<file path="src/rtl/aplic_lat_meas_ctrl.sv">
// Shared latency-measurement counter: round-robin grant to one requester, counts
// cycles from grant until that requester's stop (or timeout), then offers the result.
module aplic_lat_meas_ctrl #(
  parameter int          NUM_REQ = 4,
  parameter int          CNT_W   = 32,
  parameter int unsigned TIMEOUT = 32'h0000_FFFF,
  localparam int         IDW     = $clog2(NUM_REQ)
) (
  input  logic               clk_i,
  input  logic               rst_sys_i,
  input  logic               clr_i,
  input  logic [NUM_REQ-1:0] req_start_i,
  input  logic [NUM_REQ-1:0] req_stop_i,
  output logic [NUM_REQ-1:0] grant_o,
  output logic               busy_o,
  output logic               res_valid_o,
  input  logic               res_ready_i,
  output logic [IDW-1:0]     res_id_o,
  output logic [CNT_W-1:0]   res_cycles_o,
  output logic               res_timeout_o
);

  localparam logic [CNT_W-1:0]   TIMEOUT_C = CNT_W'(TIMEOUT);
  localparam logic [NUM_REQ-1:0] GRANT0    = NUM_REQ'(1);
  localparam logic [IDW-1:0]     LAST_RST  = IDW'(NUM_REQ - 1);

  typedef enum logic [1:0] {
    ST_IDLE = 2'd0,
    ST_RUN  = 2'd1,
    ST_DONE = 2'd2
  } state_e;

  state_e           state_q, state_d;
  logic [CNT_W-1:0] cnt_q, cnt_d;
  logic [IDW-1:0]   id_q, id_d;
  logic [IDW-1:0]   last_q, last_d;
  logic [IDW-1:0]   res_id_q, res_id_d;
  logic [CNT_W-1:0] res_cycles_q, res_cycles_d;
  logic             res_timeout_q, res_timeout_d;

  logic             start_any;
  logic             stop_hit;
  logic             at_limit;
  logic [IDW-1:0]   sel_idx;
  logic [IDW-1:0]   cand;

  assign start_any = |req_start_i;
  assign stop_hit  = req_stop_i[id_q];
  assign at_limit  = (cnt_q == TIMEOUT_C);

  // Scan from farthest to nearest so the closest requester after last_q wins.
  always_comb begin
    sel_idx = '0;
    cand    = '0;
    for (int i = NUM_REQ; i >= 1; i--) begin
      cand = IDW'((int'(last_q) + i) % NUM_REQ);
      if (req_start_i[cand]) sel_idx = cand;
    end
  end

  always_ff @(posedge clk_i or posedge rst_sys_i) begin
    if (rst_sys_i) begin
      state_q       <= ST_IDLE;
      cnt_q         <= '0;
      id_q          <= '0;
      last_q        <= LAST_RST;
      res_id_q      <= '0;
      res_cycles_q  <= '0;
      res_timeout_q <= 1'b0;
    end else begin
      state_q       <= state_d;
      cnt_q         <= cnt_d;
      id_q          <= id_d;
      last_q        <= last_d;
      res_id_q      <= res_id_d;
      res_cycles_q  <= res_cycles_d;
      res_timeout_q <= res_timeout_d;
    end
  end

  always_comb begin
    state_d = state_q;
    unique case (state_q)
      ST_IDLE: if (start_any) state_d = ST_RUN;
      ST_RUN:  if (stop_hit || at_limit) state_d = ST_DONE;
      ST_DONE: if (res_ready_i) state_d = ST_IDLE;
      default: state_d = ST_IDLE;
    endcase
    if (clr_i) state_d = ST_IDLE;
  end

  // Stop is checked before the limit so a simultaneous stop reports no timeout.
  always_comb begin
    cnt_d         = cnt_q;
    id_d          = id_q;
    last_d        = last_q;
    res_id_d      = res_id_q;
    res_cycles_d  = res_cycles_q;
    res_timeout_d = res_timeout_q;
    if (clr_i) begin
      cnt_d = '0;
    end else begin
      unique case (state_q)
        ST_IDLE: begin
          if (start_any) begin
            id_d   = sel_idx;
            last_d = sel_idx;
            cnt_d  = '0;
          end
        end
        ST_RUN: begin
          if (stop_hit) begin
            res_id_d      = id_q;
            res_cycles_d  = cnt_q;
            res_timeout_d = 1'b0;
          end else if (at_limit) begin
            res_id_d      = id_q;
            res_cycles_d  = TIMEOUT_C;
            res_timeout_d = 1'b1;
          end else begin
            cnt_d = cnt_q + CNT_W'(1);
          end
        end
        default: ;
      endcase
    end
  end

  // Result channel: a transfer happens on any rising edge where res_valid_o and
  // res_ready_i are both high; res_* stay stable while res_valid_o waits.
  always_comb begin
    grant_o       = '0;
    busy_o        = 1'b0;
    res_valid_o   = 1'b0;
    res_id_o      = res_id_q;
    res_cycles_o  = res_cycles_q;
    res_timeout_o = res_timeout_q;
    unique case (state_q)
      ST_RUN: begin
        grant_o = GRANT0 << id_q;
        busy_o  = 1'b1;
      end
      ST_DONE: begin
        busy_o      = 1'b1;
        res_valid_o = 1'b1;
      end
      default: ;
    endcase
  end

endmodule

</file>
<file path="config.mk">
export PLATFORM = sky130hd
export DESIGN_NAME = aplic_lat_meas_ctrl
export DESIGN_NICKNAME = d
export VERILOG_FILES = /design/src/rtl/aplic_lat_meas_ctrl.sv
export SDC_FILE = /design/constraint.sdc
export NUM_CORES = 1
export LEC_CHECK = 0
export ABC_AREA = 1
export CORE_ASPECT_RATIO = 0.8
export CORE_MARGIN = 10
export CORE_UTILIZATION = 45
export DETAILED_ROUTE_END_ITERATION = 8
export PLACE_DENSITY = 0.66
export SYNTH_ARGS = -nofsm -noshare
export SYNTH_HDL_FRONTEND = slang
export SYNTH_SLANG_ARGS = --single-unit
</file>
<file path="constraint.sdc">
create_clock -name clk_i -period 4.7 [get_ports clk_i]
set_input_delay 0.705 -clock clk_i [delete_from_list [all_inputs] [get_ports clk_i]]
set_output_delay 0.705 -clock clk_i [all_outputs]
set_load 0.05 [all_outputs]
</file>
[After elaboration in Yosys (flattened, before gate mapping)]
Cells that the tools add are included.
Cells by class
  add/sub/neg operators: 5
  magnitude comparators: 5
  equal/unequal tests: 8
  shift operators: 1
  multiplexer cells: 33
  bitwise logic cells: 1
  reduce and logical (&&, ||, !) cells: 10
Operators with widths (number)
  $mux W32: 6
  $pmux W32 S2: 1
  $add A32 B1 Y32 const B: 1
  $eq A32 B16 Y1 const B: 1
  $mux W2: 10
  $lt A2 B3 Y1 const B: 5
  $ne A3 B3 Y1 const B: 5
  $bmux W1 S2: 5
  $mux W1: 9
  $reduce_and A3 Y1: 3
  $pmux W2 S3: 1
  $add A2 B1 Y2 const B: 2
  $add A2 B2 Y2 const B: 2
  $mux W4: 1
  $reduce_and A4 Y1: 1
  $reduce_or A4 Y1: 1
  $shl A1 B2 Y4 const A: 1
  $reduce_bool A3 Y1: 1
  $eq A2 B1 Y1 const B: 1
  $eq A2 B2 Y1 const B: 1
  $logic_not A2 Y1: 1
  $reduce_bool A2 Y1: 1
  $reduce_or A2 Y1: 1
  $logic_or A1 B1 Y1: 1
  $not A1 Y1: 1
Storage, ports and cells
  register bits: 73
  input port bits: 12

[Longest topological paths before layout]
Gate-level depths: netlist of the first run.
  depth after elaboration: 7
  mapped depth: 12
  depth with buffers taken out: 11

[Least setup slack after synthesis of the first run]
OpenSTA, ideal clock, no wires.
  path kind: register to output
  start point: reg state_q[1]
  end point: out grant_o[0]
  arrival time: 2.095 ns
  required time: 3.995 ns
  path slack: 1.900 ns
  cell stages (with the launch flop): 7
  path buffers: 2
  cells stage by stage: dfrtp_1 > inv_1 > ha_1 > buf_2 > inv_1 > clkbuf_1 > nor3_1
On the way
  cells in the longest elaborated chain, start to end: 2
RTL lines
  start, declared: RTL line 33  | state_e state_q, state_d;
  start signal, assigned: RTL line 71  | state_q <= state_d;
  $eq A2 B1 Y1: RTL line 138  | unique case (state_q)
  $mux W4: RTL line 138
  end, declared: RTL line 14  | output logic [NUM_REQ-1:0] grant_o,
No other way between the ends.

[Final worst setup path of the first run]
  start point: reg state_q[1]
  end point: out grant_o[2]
The elaborated chain is that of the path after synthesis.

==> flow_metrics.env, run 1 <==
export IMPL_vias=4097
export IMPL_required_ns=3.99
export IMPL_dp_slack_ns=1.643
export IMPL_synth_top_family_by_area="simple AND/OR/NAND/NOR gates"
export IMPL_synth_xor_area_share=0.01369
export IMPL_tightest_slew_ns=1.077
export IMPL_synth_warnings=0
export IMPL_gp_congestion=0.8882
export IMPL_finalWirelength_um=11760
export IMPL_grt_util_all_layers=0.1649
export IMPL_rsz0062_at_grt="no"
export IMPL_wire_per_inst_um=14.14
export IMPL_placed_area_mm2=0.005051
export IMPL_relSlewSlack=0.2795
export IMPL_cp_max_fo=25
export IMPL_grt_max_degree=41
export IMPL_holdBufCountCts=0
export IMPL_skew_ns=0.003240
export IMPL_synthesis_area_mm2=0.004479
export IMPL_p_leak_uw=0.002515
export IMPL_status="finished, final reports clean"
export IMPL_slew_violations=0
export IMPL_clock_sinks=73
export IMPL_postCtsSetupBuffers=0
export IMPL_synth_edf_count=0
export IMPL_synthToLayoutAreaGrowth_pct=20.56
export IMPL_cts_resized=0
export IMPL_powerDensity_mw_per_mm2=553.3
export IMPL_rows=32
export IMPL_cap_violations=0
export IMPL_seq_area_frac_synth=0.4084
export IMPL_synth_area_per_cell_um2=6.934
export IMPL_layout_common_cells="nand2_1, nor2_1, dfrtp_1"
export IMPL_grt_pass1_vias=3903
export IMPL_hold_viol_final=0
export IMPL_die_w_um=131.5
export IMPL_drive_above_1_share=0.09483
export IMPL_final_common_cell="nand2_1"
export IMPL_synth_mux_area_frac=0
export IMPL_htree_num_levels=3
export IMPL_crit_path_end_kind="output port"
export IMPL_synth_ff_type="dfrtp_1"
export IMPL_synth_simple_gate_area_frac=0.4028
export IMPL_critical_path_top_delay_family="buffers and inverters"
export IMPL_start_util=0.4623
export IMPL_insertion_delay_ns=0.33
export IMPL_grt_pass1_wl_um=19510
export IMPL_antenna_found_initial=0
export IMPL_rr_worst_depth=11
export IMPL_critPathKind="register to output port"
export IMPL_critPathSlowestCell="clkdlybuf4s50_1"
export IMPL_viasPerCell=4.924
export IMPL_drtIter0Drc=299
export IMPL_ant_nets=0
export IMPL_cts_tree="yes"
export IMPL_clockBufferDepth=2
export IMPL_root_buffer="clkbuf_16"
export IMPL_hp_class="register to register"
export IMPL_crit_chain="inv_1, ha_1, buf_4, inv_1, nor3_1, clkdlybuf4s50_1"
export IMPL_clk_pin_slew_ns=0.06
export IMPL_finalSetupViolations=0
export IMPL_io_pin_count=53
export IMPL_stdcell_area_mm2=0.005400
export IMPL_n_antenna_cell=0
export IMPL_nets=708
export IMPL_critPathBufInv=4
export IMPL_yosys_area_top_type_share=0.3966
export IMPL_drc=0
export IMPL_slowest_delay_ns=0.85
export IMPL_tns_ns=0
export IMPL_numPortBuffers=52
export IMPL_die_y_um=109.2
export IMPL_clock_fmax_mhz=292.6
export IMPL_period_needed_ns=3.418
export IMPL_crit_path_frequent_cell="inv_1"
export IMPL_synthDistinctLibCells=34
export IMPL_synth_area_leaders="dfrtp_1, nand2_1, nor2_1"
export IMPL_hold_path_cell_count=2
export IMPL_numCtsBuffers=9
export IMPL_crit_cells=6
export IMPL_overflow=0
export IMPL_crit_arrival_ns=2.71
export IMPL_synth_compound_area_share=0.07598
export IMPL_core_mm2=0.009689
export IMPL_dp_hpwl_um=8522
export IMPL_num_fill_cells=1009
export IMPL_synth_cells=646
export IMPL_synth_nets=663
export IMPL_period_share=0.7272
export IMPL_ir_drop_v=0.0003640
export IMPL_synth_seq_cells=73
export IMPL_crit_path_start_kind="register"
export IMPL_async_flop_share=1.000
export IMPL_drt_pass1_iter_count=5
export IMPL_synthAdderAreaFrac=0.01397
export IMPL_die_area_mm2=0.01437
export IMPL_layout_setup_ws_ns=1.282
export IMPL_post_synth_top_area_cell="dfrtp_1"
[routing by layer]
metal | vias to the layer above | routed length [µm] | global-route usage
met5 | - | 0 | 0
met2 | 87 | 4942 | 0.2525
li1 | 2099 | - | -
met3 | 15 | 694 | 0.04320
met4 | 0 | 144 | 0.05784
met1 | 1896 | 5981 | 0.2225
[tightest hold or removal path, stage by stage, from the launching register on]
cell	delay, ns
dfrtp_1	0.34
nand2_1	0.06
o21ai_2	0.05
[where the power goes]
group	switching (µW)	total, µW	internal [µW]	leakage, µW
clock	267	791	525	0.000172
sequential	96.9	856	759	0.000962
combinational	924	1340	416	0.00138
total	1290	2990	1700	0.00252
[flip-flops by register name, summed over array words and instances, names as in the netlist]
signal,count
cnt_q,32
res_cycles_o,32
id_q,2
last_q,2
res_id_o,2
state_q,2
res_timeout_o,1
[cells by family (layout without fill, tap and decap cells)]
logic type,Yosys count,in the layout
simple gates,434,434
buf+inv,84,134
flops,73,73
compound gates,43,43
xor+xnor,7,7
fa+ha+maj,5,5
[cells in the mapped netlist, types with 2 or more instances]
cell type / n
xor2_1: 5
buf_6: 5
or2_2: 6
nor2_4: 2
nand4_1: 4
clkbuf_1: 7
a21oi_2: 11
nand2_1: 237
inv_1: 61
o21ai_0: 20
nand2_2: 11
ha_1: 5
nand3_1: 54
xnor2_1: 2
dfstp_2: 2
a21oi_4: 6
o21ai_2: 3
buf_2: 7
nor4_1: 2
dfrtp_1: 71
nor2_1: 104
nor3_1: 9
[per-stage QoR]
stage,util,instances,total power [µW],hold WS [ns]
after floorplan,-,646,1889,0.4675
after global placement,0.5213,816,2194,0.4651
after detailed placement,0.5213,816,2216,0.4718
after CTS,0.5573,832,3015,0.4868
after global routing,0.5573,832,3137,0.5020
final,0.5573,832,2988,0.4803
[worst paths after layout]
kind | startpoint | to | slack [ns]
max | state_q[1] | grant_o[2] | 1.28
min | res_id_o[1] | res_id_o[1] | 0.48
max reg2reg | state_q[1] | cnt_q[28] | 1.86
min reg2reg | res_id_o[1] | res_id_o[1] | 0.48
max in group asynchronous | rst_sys_i | cnt_q[9] | 2.87
min in group asynchronous | rst_sys_i | res_cycles_o[23] | 0.82
[layout make-up]
class                      count  area [µm²]  area share
multi-input combinational    489        2268      0.4201
sequential                    73        1829      0.3387
timing repair buffer          56       550.5      0.1019
clock buffer                  13       280.3     0.05190
inverter                      62       232.7     0.04310
tap                          136       170.2     0.03151
clock inverter                 3       68.82     0.01274
No activity file was read; power rests on OpenSTA's default activity.
==> inputs of run 2 (changes only) <==
--- a/config.mk
+++ b/config.mk
@@ -10,7 +10,7 @@
 export CORE_MARGIN = 10
 export CORE_UTILIZATION = 45
 export DETAILED_ROUTE_END_ITERATION = 8
-export PLACE_DENSITY = 0.66
+export PLACE_DENSITY = 0.69
 export SYNTH_ARGS = -nofsm -noshare
 export SYNTH_HDL_FRONTEND = slang
 export SYNTH_SLANG_ARGS = --single-unit
==> constraint.sdc (replaced) <==
create_clock -name clk_i -period 2.8 [get_ports clk_i]
set_input_delay 0.42 -clock clk_i [delete_from_list [all_inputs] [get_ports clk_i]]
set_output_delay 0.42 -clock clk_i [all_outputs]
set_load 0.05 [all_outputs]
==> run 2 against run 1 <==
Highest routed layer unchanged. Setup slack got worse by 0.78 ns. Critical endpoint is now res_valid_o. Combinational power up 73%. First-iteration DRC count increased by 27%.
==> flow_metrics.env, run 2 (synthesis gave the netlist of run 1 again) <==
export IMPL_status="finished, final reports clean"
export IMPL_top_usage_layer="met2"
export IMPL_rows=32
export IMPL_dp_hpwl_um=8679
export IMPL_r2r_slack_ns=0.72
export IMPL_skew_ns=0.006328
export IMPL_htree_num_levels=3
export IMPL_p_leak_uw=0.002529
export IMPL_slew_violations=0
export IMPL_grt_use_met3=0.05055
export IMPL_grt_util_all_layers=0.1711
export IMPL_cts_resized=0
export IMPL_rr_worst_depth=11
export IMPL_relSlewSlack=0.6538
export IMPL_vias=4153
export IMPL_ant_nets=0
export IMPL_required_ns=2.38
export IMPL_period_needed_ns=2.295
export IMPL_drt_pass1_iter_count=5
export IMPL_power_uw=4992
export IMPL_die_y_um=109.2
export IMPL_period_share=0.8195
export IMPL_tns_ns=0
export IMPL_layout_setup_ws_ns=0.5053
export IMPL_wire_per_inst_um=14.22
export IMPL_numCtsBuffers=9
export IMPL_start_util=0.4623
export IMPL_grt_pass1_wl_um=20250
export IMPL_holdBufCountCts=0
export IMPL_viasPerCell=4.974
export IMPL_startpoint="state_q[0]"
export IMPL_antenna_found_initial=0
export IMPL_nets=711
export IMPL_cp_max_fo=3
export IMPL_clockBufferDepth=2
export IMPL_n_antenna_cell=0
export IMPL_grt_pass1_vias=4050
export IMPL_insertion_delay_ns=0.34
export IMPL_core_mm2=0.009689
export IMPL_cts_tree="yes"
export IMPL_root_buffer="clkbuf_16"
export IMPL_cap_violations=0
export IMPL_finalSetupViolations=0
export IMPL_finalWirelength_um=11880
export IMPL_clk_pin_slew_ns=0.06
export IMPL_r2r_end="cnt_q[12]"
export IMPL_postCtsSetupBuffers=0
export IMPL_powerDensity_mw_per_mm2=917.6
export IMPL_grt_max_degree=74
export IMPL_drtIter0Drc=379
export IMPL_tightest_slew_ns=0.5177
export IMPL_crit_path_end_kind="output port"
export IMPL_overflow=0
export IMPL_synthToLayoutAreaGrowth_pct=21.45
export IMPL_crit_path_start_kind="register"
export IMPL_hp_class="input pin to async pin"
export IMPL_die_area_mm2=0.01437
export IMPL_critPathKind="register to output port"
export IMPL_numPortBuffers=52
export IMPL_grt_util_met1=0.2333
export IMPL_io_pin_count=53
export IMPL_gp_congestion=0.9097
export IMPL_layout_common_cells="nand2_1, nor2_1, dfrtp_1"
export IMPL_finalHoldWorstSlack_ns=0.4736
export IMPL_final_common_cell="nand2_1"
export IMPL_crit_arrival_ns=1.87
export IMPL_met2_usage=0.2626
export IMPL_endpoint="res_valid_o"
export IMPL_clock_fmax_mhz=435.8
export IMPL_dp_slack_ns=0.6772
export IMPL_rsz0062_at_grt="no"
export IMPL_reg2reg_from="cnt_q[0]"
export IMPL_clock_sinks=73
export IMPL_drc=0
export IMPL_drive_above_1_share=0.1016
export IMPL_die_w_um=131.5
export IMPL_ir_drop_v=0.0006235
export IMPL_hold_viol_final=0
run 2: per-stage QoR:
step,instances,area (µm²),util
finish,835,5440,0.5615
global route,835,5440,0.5615
CTS,835,5440,0.5615
detailed placement,819,5126,0.5291
global placement,819,5126,0.5291
floorplan,646,4479,-
run 2: worst min path at each step:
stage	from	to	depth (start not counted)
detailed placement	res_id_o[1]	res_id_o[1]	2
global placement	res_id_o[1]	res_id_o[1]	2
CTS	res_id_o[1]	res_id_o[1]	2
finish	rst_sys_i	res_cycles_o[27]	3
global route	res_cycles_o[20]	res_cycles_o[20]	2
floorplan	state_q[1]	state_q[1]	2
run 2: critical path, stage by stage, from the launching register on:
cell,delay [ns]
dfrtp_1,0.39
inv_1,0.10
ha_1,0.21
clkdlybuf4s50_1,0.83
run 2: cell type report:
cell class              count  area (µm²)
clock buffers              11       232.7
clock inverters             5       81.33
fillers                   970        4249
inverters                  62       232.7
multi-input cells         489        2268
flip-flops and latches     73        1829
well taps                 136       170.2
repair buffers             59       625.6
run 2: where the power goes:
group | internal [µW] | switching [µW] | leakage (µW)
combinational | 745 | 1580 | 0.00142
clock | 781 | 452 | 0.000150
sequential | 1270 | 161 | 0.000962
total | 2800 | 2190 | 0.00253
run 2: metal layers:
metal	part of all wire	vias to the layer above	wire length, µm
li1	-	2098	-
met1	0.50	1926	5976
met2	0.42	116	4975
met3	0.066	13	783
met4	0.012	0	139
met5	0	-	0
==> inputs of run 3 (changes only) <==
--- a/config.mk
+++ b/config.mk
@@ -10,7 +10,7 @@
 export CORE_MARGIN = 10
 export CORE_UTILIZATION = 45
 export DETAILED_ROUTE_END_ITERATION = 8
-export PLACE_DENSITY = 0.69
+export PLACE_DENSITY = 0.66
 export SYNTH_ARGS = -nofsm -noshare
 export SYNTH_HDL_FRONTEND = slang
 export SYNTH_SLANG_ARGS = --single-unit
==> constraint.sdc (replaced) <==
create_clock -name clk_i -period 2.3 [get_ports clk_i]
set_input_delay 0.345 -clock clk_i [delete_from_list [all_inputs] [get_ports clk_i]]
set_output_delay 0.345 -clock clk_i [all_outputs]
set_load 0.05 [all_outputs]
==> run 3 against run 2 <==
Count of clock-buffer cells in the layout increased by 1. Largest power group unchanged. Via count is 1.1% higher. Cell count up 0.36%. Global-route usage fell by 0.14 points. Total power is 25% higher. Setup slack got worse by 0.44 ns. Critical path type unchanged. Critical path depth unchanged. Sequential power is 21% higher.
==> flow_metrics.env, run 3 (synthesis gave the netlist of run 1 again) <==
export IMPL_grt_pass1_wl_um=20240
export IMPL_critical_path_top_delay_family="buffers and inverters"
export IMPL_die_y_um=109.2
export IMPL_dp_hpwl_um=8677
export IMPL_vias=4198
export IMPL_start_util=0.4623
export IMPL_stdcell_area_mm2=0.005529
export IMPL_clock_sinks=73
export IMPL_drt_pass1_iter_count=5
export IMPL_dp_slack_ns=0.2569
export IMPL_met2_usage=0.2709
export IMPL_critPathSlowestCell="clkdlybuf4s50_1"
export IMPL_crit_path_end_kind="output port"
export IMPL_grt_util_met1=0.2266
export IMPL_cts_resized=0
export IMPL_drive_above_1_share=0.1068
export IMPL_final_common_cell="nand2_1"
export IMPL_layout_setup_ws_ns=0.06183
export IMPL_rsz0062_at_grt="no"
export IMPL_crit_chain="inv_1, ha_1, clkdlybuf4s50_1"
export IMPL_antenna_found_initial=0
export IMPL_switching_share=0.4248
export IMPL_status="finished, final reports clean"
export IMPL_synthToLayoutAreaGrowth_pct=23.44
export IMPL_p_leak_uw=0.002578
export IMPL_wire_per_inst_um=14.10
export IMPL_layout_common_cells="nand2_1, nor2_1, dfrtp_1"
export IMPL_clockBufferDepth=2
export IMPL_viasPerCell=5.010
export IMPL_register_area_mm2=0.001829
export IMPL_grt_use_met3=0.04504
export IMPL_drc=0
export IMPL_postCtsSetupBuffers=0
export IMPL_period_needed_ns=2.238
export IMPL_top_usage_layer="met2"
export IMPL_tns_ns=0
export IMPL_ant_nets=0
export IMPL_slowest_delay_ns=0.81
export IMPL_cp_max_fo=3
export IMPL_p_int_uw=3589
export IMPL_crit_arrival_ns=1.89
export IMPL_clock_fmax_mhz=446.8
export IMPL_die_w_um=131.5
export IMPL_clk_pin_slew_ns=0.06
export IMPL_n_antenna_cell=0
export IMPL_period_share=0.9731
export IMPL_numCtsBuffers=9
export IMPL_nets=714
export IMPL_finalWirelength_um=11810
export IMPL_tightest_slew_ns=0.5203
export IMPL_grt_max_degree=39
export IMPL_critPathKind="register to output port"
export IMPL_relSlewSlack=0.6521
export IMPL_crit_path_start_kind="register"
export IMPL_seq_power_share=0.280
export IMPL_numPortBuffers=52
export IMPL_drtIter0Drc=319
export IMPL_powerDensity_mw_per_mm2=1128
export IMPL_rr_worst_depth=11
export IMPL_core_mm2=0.009689
export IMPL_grt_util_all_layers=0.1698
export IMPL_insertion_delay_ns=0.34
export IMPL_hp_class="input pin to async pin"
export IMPL_multi_input_area_mm2=0.002268
export IMPL_crit_cells=3
export IMPL_combPwrFrac=0.453
export IMPL_required_ns=1.96
export IMPL_p_sw_uw=2651
export IMPL_critPathBufInv=2
export IMPL_cap_violations=0
export IMPL_ir_drop_v=0.0007262
export IMPL_finalSetupViolations=0
export IMPL_root_buffer="clkbuf_16"
export IMPL_skew_ns=0.003370
export IMPL_cts_tree="yes"
export IMPL_rows=32
export IMPL_placed_area_mm2=0.005174
export IMPL_hold_viol_final=0
export IMPL_die_area_mm2=0.01437
export IMPL_slew_violations=0
export IMPL_overflow=0
export IMPL_holdBufCountCts=0
export IMPL_clkPwrFrac=0.268
export IMPL_gp_congestion=0.8989
export IMPL_num_fill_cells=950
export IMPL_io_pin_count=53
export IMPL_htree_num_levels=3
export IMPL_grt_pass1_vias=4037
run 3: changes by cell type in the layout (fill, tap and decap cells not counted):
cell        change
buf_12          +2
clkbuf_1        -1
clkinv_2        -1
clkbuf_8        +2
clkinvlp_4      -1
buf_4           +1
bufinv_16       +1
run 3: worst reg2reg max path, stage by stage, from the launching register on:
cell     delay (ns)
dfrtp_1        0.42
ha_1           0.29
nand2_2        0.11
nor2_2         0.13
nand2_2        0.10
nor2_4         0.13
nand3_2        0.11
nand2_2        0.10
nand2_2        0.08
nand2_4        0.31
nand2_1        0.10
nand2_1        0.09
run 3: area by class of cell:
type,instances,share of cell area
Multi-Input combinational cell,489,0.4103
Sequential cell,73,0.3308
Timing Repair Buffer,62,0.1217
Clock buffer,12,0.04639
Inverter,62,0.04209
Tap cell,136,0.03078
Clock inverter,4,0.01788
run 3: path summary, 6_finish.rpt:
path	startpoint	to	slack (ns)
max	state_q[1]	busy_o	0.06
min	rst_sys_i	res_cycles_o[24]	0.28
max reg2reg	cnt_q[0]	cnt_q[24]	0.28
min reg2reg	res_cycles_o[20]	res_cycles_o[20]	0.48
max in group asynchronous	rst_sys_i	cnt_q[14]	1.51
min in group clk_i	res_cycles_o[20]	res_cycles_o[20]	0.48
run 3: power groups by stage:
stage / logic, µW / registers, µW / clock network [µW]
2_1_floorplan: 1470 / 2390 / 0
3_3_place_gp: 2810 / 1760 / 0
3_5_place_dp: 2840 / 1770 / 0
4_1_cts: 2860 / 1750 / 1700
5_1_grt: 3060 / 1790 / 1750
6_report: 2820 / 1740 / 1670
run 3: per-stage QoR:
step | power, µW | util | std cells | hold slack (ns)
2_1_floorplan | 3859 | - | 646 | 0.4675
3_3_place_gp | 4569 | 0.5340 | 822 | 0.4670
3_5_place_dp | 4610 | 0.5340 | 822 | 0.4725
4_1_cts | 6299 | 0.5706 | 838 | 0.2792
5_1_grt | 6586 | 0.5706 | 838 | 0.3079
6_report | 6240 | 0.5706 | 838 | 0.2764
run 3: routing by layer:
metal | up-vias | wire length (µm)
li1 | 2109 | -
met1 | 1940 | 5735
met2 | 136 | 5186
met3 | 13 | 755
met4 | 0 | 136
met5 | - | 0
